## src/rtl/uart_pkg.sv

```systemverilog
// rtl/uart_pkg.sv - shared UART definitions for the receive deframer and the matching transmitter
//
// Purpose: FSM state encoding, data-bit count and the bit-period derivation
// used by both UART directions.
// Ports:   none (package)

package uart_pkg;

   typedef enum logic [2:0] {
      IDLE,
      START,
      DATA,
      STOP,
      WAIT_IDLE
   } rx_state_t;

   localparam int DATA_BITS = 8;

   // Whole clock cycles per serial bit; the fractional remainder is dropped.
   function automatic int clks_per_bit(input int clk_hz, input int baud);
      return clk_hz / baud;
   endfunction

endpackage

```

## src/rtl/sync_2ff.sv

```systemverilog
// rtl/sync_2ff.sv - generic two-flop synchronizer with a parameterised reset value
//
// Purpose: brings an asynchronous single-bit input into the clk domain.
// Ports:
//   clk    input   system clock
//   reset  input   synchronous, active-high reset; both flops load RESET_VAL
//   d      input   asynchronous input
//   q      output  synchronized output (second flop)

module sync_2ff #(
   parameter logic RESET_VAL = 1'b0
) (
   input  logic clk,
   input  logic reset,
   input  logic d,
   output logic q
);

   logic meta;

   always_ff @(posedge clk) begin
      if (reset) begin
         meta <= RESET_VAL;
         q    <= RESET_VAL;
      end else begin
         meta <= d;
         q    <= meta;
      end
   end

endmodule

```

## src/rtl/uart_rx_deframer.sv

```systemverilog
// rtl/uart_rx_deframer.sv - 8N1 UART receiver with one-deep valid/ready holding register
//
// Purpose: recovers bytes from the serial line by mid-bit sampling and reports
// framing errors, break conditions and overruns as one-cycle pulses.
// Ports:
//   clk_50         input      system clock, rising edge
//   reset          input      synchronous, active-high reset
//   rxd            input      asynchronous serial input, idle high
//   out_data       output [8] received byte, LSB received first
//   out_valid      output     out_data holds an unconsumed byte
//   out_ready      input      consumer accepts out_data when out_valid & out_ready
//   framing_error  output     pulse: stop bit low with nonzero data
//   break_detect   output     pulse: all-zero data and stop bit low
//   overrun        output     pulse: byte completed while holding register full and not consumed
//   busy           output     FSM not in IDLE

module uart_rx_deframer
   import uart_pkg::*;
#(
   parameter int CLK_HZ       = 50000000,
   parameter int BAUD         = 115200,
   parameter int CLKS_PER_BIT = clks_per_bit(CLK_HZ, BAUD)
) (
   input  logic                 clk_50,
   input  logic                 reset,
   input  logic                 rxd,
   output logic [DATA_BITS-1:0] out_data,
   output logic                 out_valid,
   input  logic                 out_ready,
   output logic                 framing_error,
   output logic                 break_detect,
   output logic                 overrun,
   output logic                 busy
);

   localparam int CNT_W = $clog2(CLKS_PER_BIT);
   localparam int IDX_W = $clog2(DATA_BITS);
   localparam int HALF  = CLKS_PER_BIT / 2;

   localparam logic [CNT_W-1:0] CNT_HALF_LAST = CNT_W'(HALF - 1);
   localparam logic [CNT_W-1:0] CNT_BIT_LAST  = CNT_W'(CLKS_PER_BIT - 1);
   localparam logic [IDX_W-1:0] IDX_LAST      = IDX_W'(DATA_BITS - 1);

   logic rx_s;

   rx_state_t            state, state_nxt;
   logic [CNT_W-1:0]     cnt, cnt_nxt;
   logic [IDX_W-1:0]     bit_idx, bit_idx_nxt;
   logic [DATA_BITS-1:0] shreg, shreg_nxt;
   logic [DATA_BITS-1:0] out_data_nxt;
   logic                 out_valid_nxt;
   logic                 deliver;
   logic                 fe_nxt, brk_nxt, ovr_nxt;

   // Synchronizer resets to the idle line level so reset release cannot look like a start bit.
   sync_2ff #(
      .RESET_VAL(1'b1)
   ) u_sync (
      .clk  (clk_50),
      .reset(reset),
      .d    (rxd),
      .q    (rx_s)
   );

   always_ff @(posedge clk_50) begin
      if (reset) begin
         state         <= IDLE;
         cnt           <= '0;
         bit_idx       <= '0;
         shreg         <= '0;
         out_data      <= '0;
         out_valid     <= 1'b0;
         framing_error <= 1'b0;
         break_detect  <= 1'b0;
         overrun       <= 1'b0;
      end else begin
         state         <= state_nxt;
         cnt           <= cnt_nxt;
         bit_idx       <= bit_idx_nxt;
         shreg         <= shreg_nxt;
         out_data      <= out_data_nxt;
         out_valid     <= out_valid_nxt;
         framing_error <= fe_nxt;
         break_detect  <= brk_nxt;
         overrun       <= ovr_nxt;
      end
   end

   always_comb begin
      state_nxt   = state;
      cnt_nxt     = cnt;
      bit_idx_nxt = bit_idx;
      shreg_nxt   = shreg;
      deliver     = 1'b0;
      fe_nxt      = 1'b0;
      brk_nxt     = 1'b0;

      case (state)
         IDLE: begin
            if (!rx_s) begin
               cnt_nxt   = '0;
               state_nxt = START;
            end
         end
         START: begin
            if (cnt == CNT_HALF_LAST) begin
               cnt_nxt = '0;
               if (!rx_s) begin
                  bit_idx_nxt = '0;
                  state_nxt   = DATA;
               end else begin
                  // Line went back high before mid start bit: a glitch, not a frame.
                  state_nxt = IDLE;
               end
            end else begin
               cnt_nxt = cnt + CNT_W'(1);
            end
         end
         DATA: begin
            if (cnt == CNT_BIT_LAST) begin
               cnt_nxt     = '0;
               shreg_nxt   = {rx_s, shreg[DATA_BITS-1:1]};
               bit_idx_nxt = bit_idx + IDX_W'(1);
               if (bit_idx == IDX_LAST) begin
                  state_nxt = STOP;
               end
            end else begin
               cnt_nxt = cnt + CNT_W'(1);
            end
         end
         STOP: begin
            if (cnt == CNT_BIT_LAST) begin
               cnt_nxt = '0;
               if (rx_s) begin
                  deliver   = 1'b1;
                  state_nxt = IDLE;
               end else begin
                  if (shreg != '0) begin
                     fe_nxt = 1'b1;
                  end else begin
                     brk_nxt = 1'b1;
                  end
                  state_nxt = WAIT_IDLE;
               end
            end else begin
               cnt_nxt = cnt + CNT_W'(1);
            end
         end
         WAIT_IDLE: begin
            // Hold here until the line recovers so a stuck-low line cannot retrigger.
            if (rx_s) begin
               state_nxt = IDLE;
            end
         end
         default: begin
            state_nxt = IDLE;
         end
      endcase
   end

   // Holding register: a consume in the same cycle as a delivery frees the slot for the new byte.
   always_comb begin
      out_data_nxt  = out_data;
      out_valid_nxt = out_valid;
      ovr_nxt       = 1'b0;

      if (deliver) begin
         if (!out_valid || out_ready) begin
            out_data_nxt  = shreg;
            out_valid_nxt = 1'b1;
         end else begin
            ovr_nxt = 1'b1;
         end
      end else if (out_valid && out_ready) begin
         out_valid_nxt = 1'b0;
      end
   end

   assign busy = (state != IDLE);

endmodule
```

## config.mk

```make
export PLATFORM = sky130hd
export DESIGN_NAME = uart_rx_deframer
export DESIGN_NICKNAME = d
export VERILOG_FILES = /design/src/rtl/uart_pkg.sv /design/src/rtl/sync_2ff.sv /design/src/rtl/uart_rx_deframer.sv
export SDC_FILE = /design/constraint.sdc
export NUM_CORES = 1
export LEC_CHECK = 0
export CAP_MARGIN = 25
export CORE_ASPECT_RATIO = 0.8
export CORE_UTILIZATION = 65
export CTS_CLUSTER_DIAMETER = 100
export CTS_CLUSTER_SIZE = 30
export DETAILED_ROUTE_END_ITERATION = 12
export DONT_BUFFER_PORTS = 1
export MAX_ROUTING_LAYER = met4
export PLACE_DENSITY = 0.88
export SYNTH_ARGS = -nofsm -noshare
export SYNTH_HDL_FRONTEND = slang
export SYNTH_HIERARCHICAL = 1
export SYNTH_SLANG_ARGS = --single-unit
```

## constraint.sdc

```tcl
create_clock -name clk_50 -period 5.8 [get_ports clk_50]
set_clock_uncertainty 0.2 [all_clocks]
set_input_delay 1.45 -clock clk_50 [delete_from_list [all_inputs] [get_ports clk_50]]
set_output_delay 1.45 -clock clk_50 [all_outputs]
set_load 0.05 [all_outputs]
```

==> impl_metrics.yaml, run 1 <==
flow_run:
  drv_cap: 0
logic_synthesis:
  synth_edf_count: 0
  syn-num-nets: 195
  ys.flop_type: "dfxtp_1"
  synth_compound_area_share_pct: 13.65
  synth-adder-area-share_pct: 3.771
  yosys.area.top_type: "dfxtp_1"
  yosysUniqueCellTypes: 40
  synth_area_leaders: "dfxtp_1 45%, mux2i_1 10%, nor2_1 6.3%"
  synth_common_cells: "37 x dfxtp_1, 28 x nor2_1, 17 x mux2i_1, 14 x nand2_1, 9 x a21oi_1"
  synth_area_per_cell_um2: 8.920
  synth_xor_area_share_pct: 0
  ys_ff_latch: 37
  synthArstFlopShare_pct: 0
  syn_inst: 186
  yosys.area_share.simple_pct: 23.60
  syn_area_um2: 1659
  synth_top_family_by_area: "simple AND/OR/NAND/NOR gates"
  post-synth-top-count-cell: "dfxtp_1"
  synth_top_area_share_pct: 44.65
  ys_seq_area_share_pct: 44.65
  yosys_warnings: 6
  synth.area.mux_share_pct: 10.26
drt:
  dr.pass1.iters: 5
  drc: 0
  detail_route.iter0.violations: 54
  wl_per_cell_um: 15.55
  wirelength_mm: 3.389
  ant_nets: 0
  viasPerCell: 6.092
  route.vias.total: 1328
cells_and_area:
  drive_gt1_share_pct: 7.065
  num-nets-final: 192
  area_growth_syn_to_layout_pct: 2.941
  antennaDiodeCount: 0
  final_core_util_pct: 75.21
  stdcell_area_um2: 1708
floorplanning:
  io_pins: 17
  die-height_um: 47.19
  die-area_um2: 2760
  die_w_um: 58.49
  placementRows: 15
  start_util_pct: 73.06
  core-area_um2: 2271
placed_design:
  place_ws_ns: 3.115
  io_buffer_count: 0
  gp_congestion: 0.8045
  dpl.hpwl_mm: 2.373
  place_area_um2: 1657
timing:
  fin_crit_ns: 3.029
  fmax_ghz: 0.3301
  slew_headroom_pct: 65.57
  setup_tns_ns: 0
  setup_viol: 0
  setup_ws_ns: 2.771
  rsz0062_at_grt: "no"
  tightestPinTransition_ns: 0.5157
  hold_viol: 0
  finalCritPeriodShare_pct: 52.23
  whs_ns: 0.2246
  drv_slew: 0
cts:
  clk_latency_ns: 0.35
  numCtsBuffers: 5
  htreeDepth: 2
  cts_post_setup_buffers_inserted: 0
  cts_resized: 0
  cts_num_sinks: 37
  holdBufCountCts: 0
  cts_tree: "built"
  clkTransAtPathRegs_ns: 0.10
  clockBufferDepth: 2
  root_buffer: "clkbuf_4"
min_path:
  hold_path_class: "reg -> reg"
global_route:
  grt_max_degree: 39
  grt_usage_pct: 29.74
  first_global_vias: 1218
  grt_pass1_wl_mm: 5.561
  antenna_found_initial: 0
  overflow: 0
critical_path:
  end_kind: "output pin"
  timing.critical_path.buf_inv: 0
  crit_family: "flip-flops"
  criticalPathCategory: "reg -> out"
  crit_path_max_incr_delay_ns: 0.54
  crit_path_max_fanout: 12
  required_ns: 4.15
  crit_slowest_cell: "dfxtp_1"
  cp.arrival_ns: 1.38
  crit_chain: "nor2_1 > nand2_1"
  reg2reg_setup_slack_ns: 3.56
  start_kind: "register"
power:
  power_density_nw_per_um2: 238.2
  irDropWorstVdd_mv: 0.1805
  leakage_nw: 0.5814
outcome:
  outcome: "finished clean"
==> registers in the layout, indices dropped and copies added (netlist names) <==
name and cells:
state 3, framing_error 1, break_detect 1, shreg 8
overrun 1, bit_idx 3, cnt 9, out_data 8
u_sync/meta 1, out_valid 1, u_sync/q 1
==> layout by cell type, fill, tap and decap left out, types with 5 or more instances in the layout <==
cell / n
nand3_1: 8
ha_1: 5
clkbuf_4: 5
nor3_1: 5
mux2i_1: 17
a21oi_1: 9
o21ai_0: 6
nand2_1: 14
dfxtp_1: 37
nor2_1: 28
==> where the power goes <==
group,total (mW),switching (mW),internal (mW),leakage (nW)
registers,0.259,0.00289,0.256,0.299
clock network,0.130,0.0840,0.0462,0.0320
logic,0.0180,0.0116,0.00636,0.251
total,0.407,0.0985,0.308,0.581
==> final timing paths <==
path | start | to | cells past startpoint
worst max-delay path | state[0] | busy | 2
worst min-delay path | u_sync/meta | u_sync/q | 1
worst max register to register | cnt[1] | out_data[0] | 7
worst min register to register | u_sync/meta | u_sync/q | 1
==> final cells by class <==
| cell class | count | area (um2) |
|---|---|---|
| clock buffers | 6 | 41.29 |
| repair buffers | 1 | 7.507 |
| flip-flops and latches | 37 | 740.7 |
| well taps | 34 | 42.54 |
| multi-input cells | 134 | 850.8 |
| clock inverters | 2 | 10.01 |
| fillers | 163 | 563.0 |
| inverters | 4 | 15.01 |
==> worst register-to-register path: cells and delay by family (launching register included) <==
kind                       cells  cell delay, ns
and+or+nand+nor                4            1.09
adders and majority gates      1            0.14
DFF                            1            0.37
muxes                          1            0.25
buffers and inverters          1            0.09
==> kinds of logic (layout without fill, tap and decap cells) <==
| kind of cell | after synthesis | in the layout |
|---|---|---|
| AO/OA/AOI/OAI | 34 | 34 |
| adder cells (fa/ha/maj) | 5 | 5 |
| buffers and inverters | 15 | 13 |
| flip-flops | 37 | 37 |
| multiplexers | 17 | 17 |
| AND/OR/NAND/NOR | 78 | 78 |
==> metal layers <==
layer | global-route usage [%] | wire [um]
met1 | 34.30 | 1482
met2 | 46.44 | 1565
met3 | 9.917 | 232
met4 | 16.67 | 109
met5 | - | 0
==> through the flow <==
stage | power [mW] | cells
floorplan | 0.2815 | 186
global placement | 0.2809 | 210
detailed placement | 0.2820 | 210
CTS | 0.4091 | 218
global route | 0.4232 | 218
finish | 0.4068 | 218
No activity file was read; power rests on OpenSTA's default activity.
==> inputs of run 2 (changes only) <==
--- a/config.mk
+++ b/config.mk
@@ -7,13 +7,13 @@
 export LEC_CHECK = 0
 export CAP_MARGIN = 25
 export CORE_ASPECT_RATIO = 0.8
-export CORE_UTILIZATION = 65
+export CORE_UTILIZATION = 55
 export CTS_CLUSTER_DIAMETER = 100
 export CTS_CLUSTER_SIZE = 30
 export DETAILED_ROUTE_END_ITERATION = 12
 export DONT_BUFFER_PORTS = 1
 export MAX_ROUTING_LAYER = met4
-export PLACE_DENSITY = 0.88
+export PLACE_DENSITY = 0.8
 export SYNTH_ARGS = -nofsm -noshare
 export SYNTH_HDL_FRONTEND = slang
 export SYNTH_HIERARCHICAL = 1
==> constraint.sdc (replaced) <==
create_clock -name clk_50 -period 2.6 [get_ports clk_50]
set_clock_uncertainty 0.2 [all_clocks]
set_input_delay 0.65 -clock clk_50 [delete_from_list [all_inputs] [get_ports clk_50]]
set_output_delay 0.65 -clock clk_50 [all_outputs]
set_load 0.05 [all_outputs]
==> run 2 against run 1 <==
Compared with the run above:
- utilization shrank 12 points
- first-iteration DRC count rose by 120%
- setup slack got worse by 2.4 ns
- worst hold slack worse by 0.0083 ns
- cell area up 4.5%
==> impl_metrics.yaml, run 2 (synthesized netlist as in run 1, its figures left out) <==
outcome:
  outcome: "finished clean"
drt:
  dr.pass1.iters: 4
  wirelength_mm: 3.170
  viasPerCell: 5.969
  ant_nets: 0
  detail_route.iter0.violations: 117
  drc: 0
  route.vias.total: 1331
  wl_per_cell_um: 14.22
cells_and_area:
  regArea_um2: 740.7
  final_cells: 223
  antennaDiodeCount: 0
  num-nets-final: 193
  largest_register: "cnt"
  nFillCells: 235
  final_core_util_pct: 63.59
  area_growth_syn_to_layout_pct: 7.617
  multi_input_area_um2: 850.8
  mostFrequentLayoutCell: "dfxtp_1"
  largest_reg_flops: 9
  drive_gt1_share_pct: 7.568
  top_regs: "cnt: 9 flops, out_data: 8 flops, shreg: 8 flops"
  layout_common_cells: "37 x dfxtp_1, 28 x nor2_1, 17 x mux2i_1, 14 x nand2_1, 9 x a21oi_1"
global_route:
  grt_usage_pct: 22.75
  antenna_found_initial: 0
  grt_max_degree: 39
  overflow: 0
  first_global_vias: 1242
  grt_pass1_wl_mm: 5.471
timing:
  fin_crit_ns: 2.253
  tightestPinTransition_ns: 0.5320
  whs_ns: 0.2162
  setup_tns_ns: 0
  setup_ws_ns: 0.3469
  finalCritPeriodShare_pct: 86.66
  rsz0062_at_grt: "no"
  slew_headroom_pct: 64.53
  setup_viol: 0
  fmax_ghz: 0.4438
  drv_slew: 0
  hold_viol: 0
cts:
  cts_resized: 0
  clkTransAtPathRegs_ns: 0.07
  clk_latency_ns: 0.29
  cts_post_setup_buffers_inserted: 0
  root_buffer: "clkbuf_8"
  cts_tree: "built"
  holdBufCountCts: 0
  htreeDepth: 2
  numCtsBuffers: 5
  cts_num_sinks: 37
  clockBufferDepth: 2
power:
  power_frac_comb_pct: 3.5
  p_sw_uw: 219.8
  leakage_nw: 0.6133
  power_density_nw_per_um2: 625.7
  clockPowerShare_pct: 44.8
  irDropWorstVdd_mv: 0.3519
  p_sw_share_pct: 19.67
  p_int_uw: 897.5
  pwr-share-seq_pct: 51.7
placed_design:
  dpl.hpwl_mm: 2.189
  gp_congestion: 0.8533
  place_ws_ns: 0.4001
  io_buffer_count: 0
  post-place-cells: 215
critical_path:
  start_kind: "register"
  critPathLaunch: "cnt[1]"
  criticalPathCategory: "reg -> reg"
  regToRegStartpoint: "cnt[1]"
  crit_path_max_fanout: 8
  cp.arrival_ns: 2.23
  reg2reg_setup_slack_ns: 0.35
  crit_slowest_cell: "and3_1"
  required_ns: 2.58
  crit_family: "simple AND/OR/NAND/NOR gates"
  crit_path_max_incr_delay_ns: 0.56
  r2r_end: "out_data[5]"
  rr_worst_depth: 7
  end_kind: "register"
  timing.critical_path.buf_inv: 1
  crit_chain: "inv_1 > ha_1 > nand4b_1 > nor2_2 > and3_1 > mux2i_1 > nor2_1"
floorplanning:
  die-area_um2: 3242
  die_w_um: 63.41
  core-area_um2: 2808
  die-height_um: 51.13
  io_pins: 17
  start_util_pct: 59.09
  placementRows: 17
min_path:
  worstHoldPathCells: 1
  hold_path_class: "reg -> reg"
  holdPathEnd: "u_sync/q"
  min_from: "u_sync/meta"
flow_run:
  drv_cap: 0
run 2: cell type report:
class	count	share of cell area (%)
Multi-Input combinational cell	134	47.65
Sequential cell	37	41.49
Clock buffer	7	4.835
Tap cell	38	2.663
Clock inverter	1	1.682
Timing Repair Buffer	2	0.8409
Inverter	4	0.8409
run 2: layer usage:
layer  vias up  wire length (um)  GRT usage [%]
met5         -                 0              -
met4         0                31          10.98
met3         3               153          5.804
met2        40              1477          35.11
met1       628              1508          27.97
li1        660                 -              -
run 2: power by group through the flow:
| stage | registers (mW) | clock network, mW | logic, mW |
|---|---|---|---|
| detailed placement | 0.590 | 0 | 0.0387 |
| CTS | 0.577 | 0.509 | 0.0390 |
| global route | 0.578 | 0.533 | 0.0434 |
| global placement | 0.590 | 0 | 0.0378 |
| floorplan | 0.585 | 0 | 0.0424 |
| finish | 0.577 | 0.501 | 0.0395 |
run 2: metrics by stage:
stage                     total power, mW  instance area, um2
after floorplan                    0.6279                1659
after detailed placement           0.6286                1669
after global routing                1.154                1785
after CTS                           1.125                1785
after global placement             0.6274                1669
final                               1.117                1785
run 2: worst reg2reg max path: stages, from the launching register on:
cell and delay (ns):
dfxtp_1 0.34, inv_1 0.08, ha_1 0.16, nand4b_1 0.15
nor2_2 0.32, and3_1 0.56, mux2i_1 0.29, nor2_1 0.06
run 2: how the worst max path moves through the flow:
stage / end / slack, ns / cells past startpoint
2_1_floorplan: cnt[3] / 0.65 / 7
3_3_place_gp: out_data[6] / 0.49 / 7
3_5_place_dp: out_data[5] / 0.40 / 7
4_1_cts: out_data[5] / 0.38 / 7
5_1_grt: out_data[5] / 0.21 / 7
6_report: out_data[5] / 0.35 / 7
==> inputs of run 3 (changes only) <==
--- a/config.mk
+++ b/config.mk
@@ -13,7 +13,7 @@
 export DETAILED_ROUTE_END_ITERATION = 12
 export DONT_BUFFER_PORTS = 1
 export MAX_ROUTING_LAYER = met4
-export PLACE_DENSITY = 0.8
+export PLACE_DENSITY = 0.77
 export SYNTH_ARGS = -nofsm -noshare
 export SYNTH_HDL_FRONTEND = slang
 export SYNTH_HIERARCHICAL = 1
==> constraint.sdc (replaced) <==
create_clock -name clk_50 -period 2.35 [get_ports clk_50]
set_clock_uncertainty 0.2 [all_clocks]
set_input_delay 0.5875 -clock clk_50 [delete_from_list [all_inputs] [get_ports clk_50]]
set_output_delay 0.5875 -clock clk_50 [all_outputs]
set_load 0.05 [all_outputs]
==> run 3 against run 2 <==
Compared with the run above:
- critical path depth is 5 lower
- clock power is 13% higher
- setup slack worse by 0.19 ns
- die area stayed put
- via count stayed put
- cell area is 0.42% higher
- clock-buffer cell count stayed put
- highest routed layer unchanged
==> impl_metrics.yaml, run 3 (synthesized netlist as in run 1, its figures left out) <==
critical_path:
  required_ns: 1.56
  start_kind: "register"
  critPathLaunch: "state[0]"
  criticalPathCategory: "reg -> out"
  end_kind: "output pin"
  regToRegStartpoint: "cnt[0]"
  crit_path_max_fanout: 12
  rr_worst_depth: 7
  r2r_end: "cnt[8]"
  cp.arrival_ns: 1.41
  reg2reg_setup_slack_ns: 0.25
  setup.worst_path.end: "busy"
timing:
  setup_viol: 0
  drv_slew: 0
  fin_crit_ns: 2.197
  setup_ws_ns: 0.1534
  rsz0062_at_grt: "no"
  slew_headroom_pct: 65.88
  hold_viol: 0
  finalCritPeriodShare_pct: 93.47
  setup_tns_ns: 0
  fmax_ghz: 0.4552
  tightestPinTransition_ns: 0.5039
min_path:
  hold_path_class: "in -> reg"
placed_design:
  gp_congestion: 0.8857
  place_ws_ns: 0.2296
  dpl.hpwl_mm: 2.299
  io_buffer_count: 0
  place_area_um2: 1677
cts:
  cts_num_sinks: 37
  cts_resized: 0
  clkTransAtPathRegs_ns: 0.07
  holdBufCountCts: 0
  cts_tree: "built"
  clockBufferDepth: 2
  numCtsBuffers: 5
  cts_post_setup_buffers_inserted: 0
  htreeDepth: 2
  clk_latency_ns: 0.30
  root_buffer: "clkbuf_8"
cells_and_area:
  final_core_util_pct: 63.86
  mostFrequentLayoutCell: "dfxtp_1"
  area_growth_syn_to_layout_pct: 8.069
  largest_register: "cnt"
  drive_gt1_share_pct: 8.065
  num-nets-final: 194
  layout_common_cells: "37 x dfxtp_1, 28 x nor2_1, 17 x mux2i_1, 14 x nand2_1, 9 x a21oi_1"
  antennaDiodeCount: 0
  largest_reg_flops: 9
  stdcell_area_um2: 1793
  top_regs: "cnt: 9 flops, out_data: 8 flops, shreg: 8 flops"
global_route:
  overflow: 0
  grt_pass1_wl_mm: 5.713
  grt_max_degree: 39
  first_global_vias: 1225
  antenna_found_initial: 0
  grt_usage_pct: 24.62
drt:
  viasPerCell: 5.942
  detail_route.iter0.violations: 77
  drc: 0
  wl_per_cell_um: 14.65
  route.vias.total: 1331
  wirelength_mm: 3.281
  dr.pass1.iters: 4
  ant_nets: 0
floorplanning:
  die-area_um2: 3242
  placementRows: 17
  die-height_um: 51.13
  start_util_pct: 59.09
  die_w_um: 63.41
  io_pins: 17
  core-area_um2: 2808
power:
  finalPower_mw: 1.247
  power_density_nw_per_um2: 695.7
  leakage_nw: 0.6188
  irDropWorstVdd_mv: 0.4457
flow_run:
  drv_cap: 0
outcome:
  outcome: "finished clean"
run 3: cell count changes in the layout (fill, tap and decap cells not counted), sizes merged:
cell / delta
buf: +1
run 3: per-stage QoR:
stage / hold WS, ns / std cells
finish: 0.1575 / 224
floorplan: 0.1854 / 186
detailed placement: 0.2034 / 216
global route: 0.1413 / 224
global placement: 0.1968 / 216
CTS: 0.1494 / 224
run 3: worst min-delay path by stage:
stage	start	endpoint	slack (ns)	depth (start not counted)
5_1_grt	reset	bit_idx[1]	0.14	1
6_report	reset	shreg[7]	0.16	1
2_1_floorplan	u_sync/meta	u_sync/q	0.19	1
4_1_cts	reset	cnt[4]	0.15	1
3_5_place_dp	u_sync/meta	u_sync/q	0.20	1
3_3_place_gp	u_sync/meta	u_sync/q	0.20	1
run 3: layer usage:
metal	share of wire (%)	wire, um	vias up	track usage [%]
li1	-	-	655	-
met1	44	1456	629	29.83
met2	48	1567	39	35.64
met3	6.2	204	8	10.04
met4	1.6	52	0	11.74
met5	0	0	-	-
run 3: cell type report:
type,instances,area [um2]
well taps,38,47.55
inverters,4,15.01
fillers,259,1015
clock buffers,7,86.33
repair buffers,3,22.52
flip-flops and latches,37,740.7
clock inverters,1,30.03
multi-input cells,134,850.8
run 3: power by group:
group / internal (mW) / leakage (nW) / switching, mW
registers: 0.631 / 0.299 / 0.00726
logic: 0.0157 / 0.262 / 0.0284
clock network: 0.346 / 0.0585 / 0.219
run 3: critical path, stage by stage, from the launching register on:
cell     delay (ns)
dfxtp_1        0.55
nor2_1         0.15
nand2_1        0.40
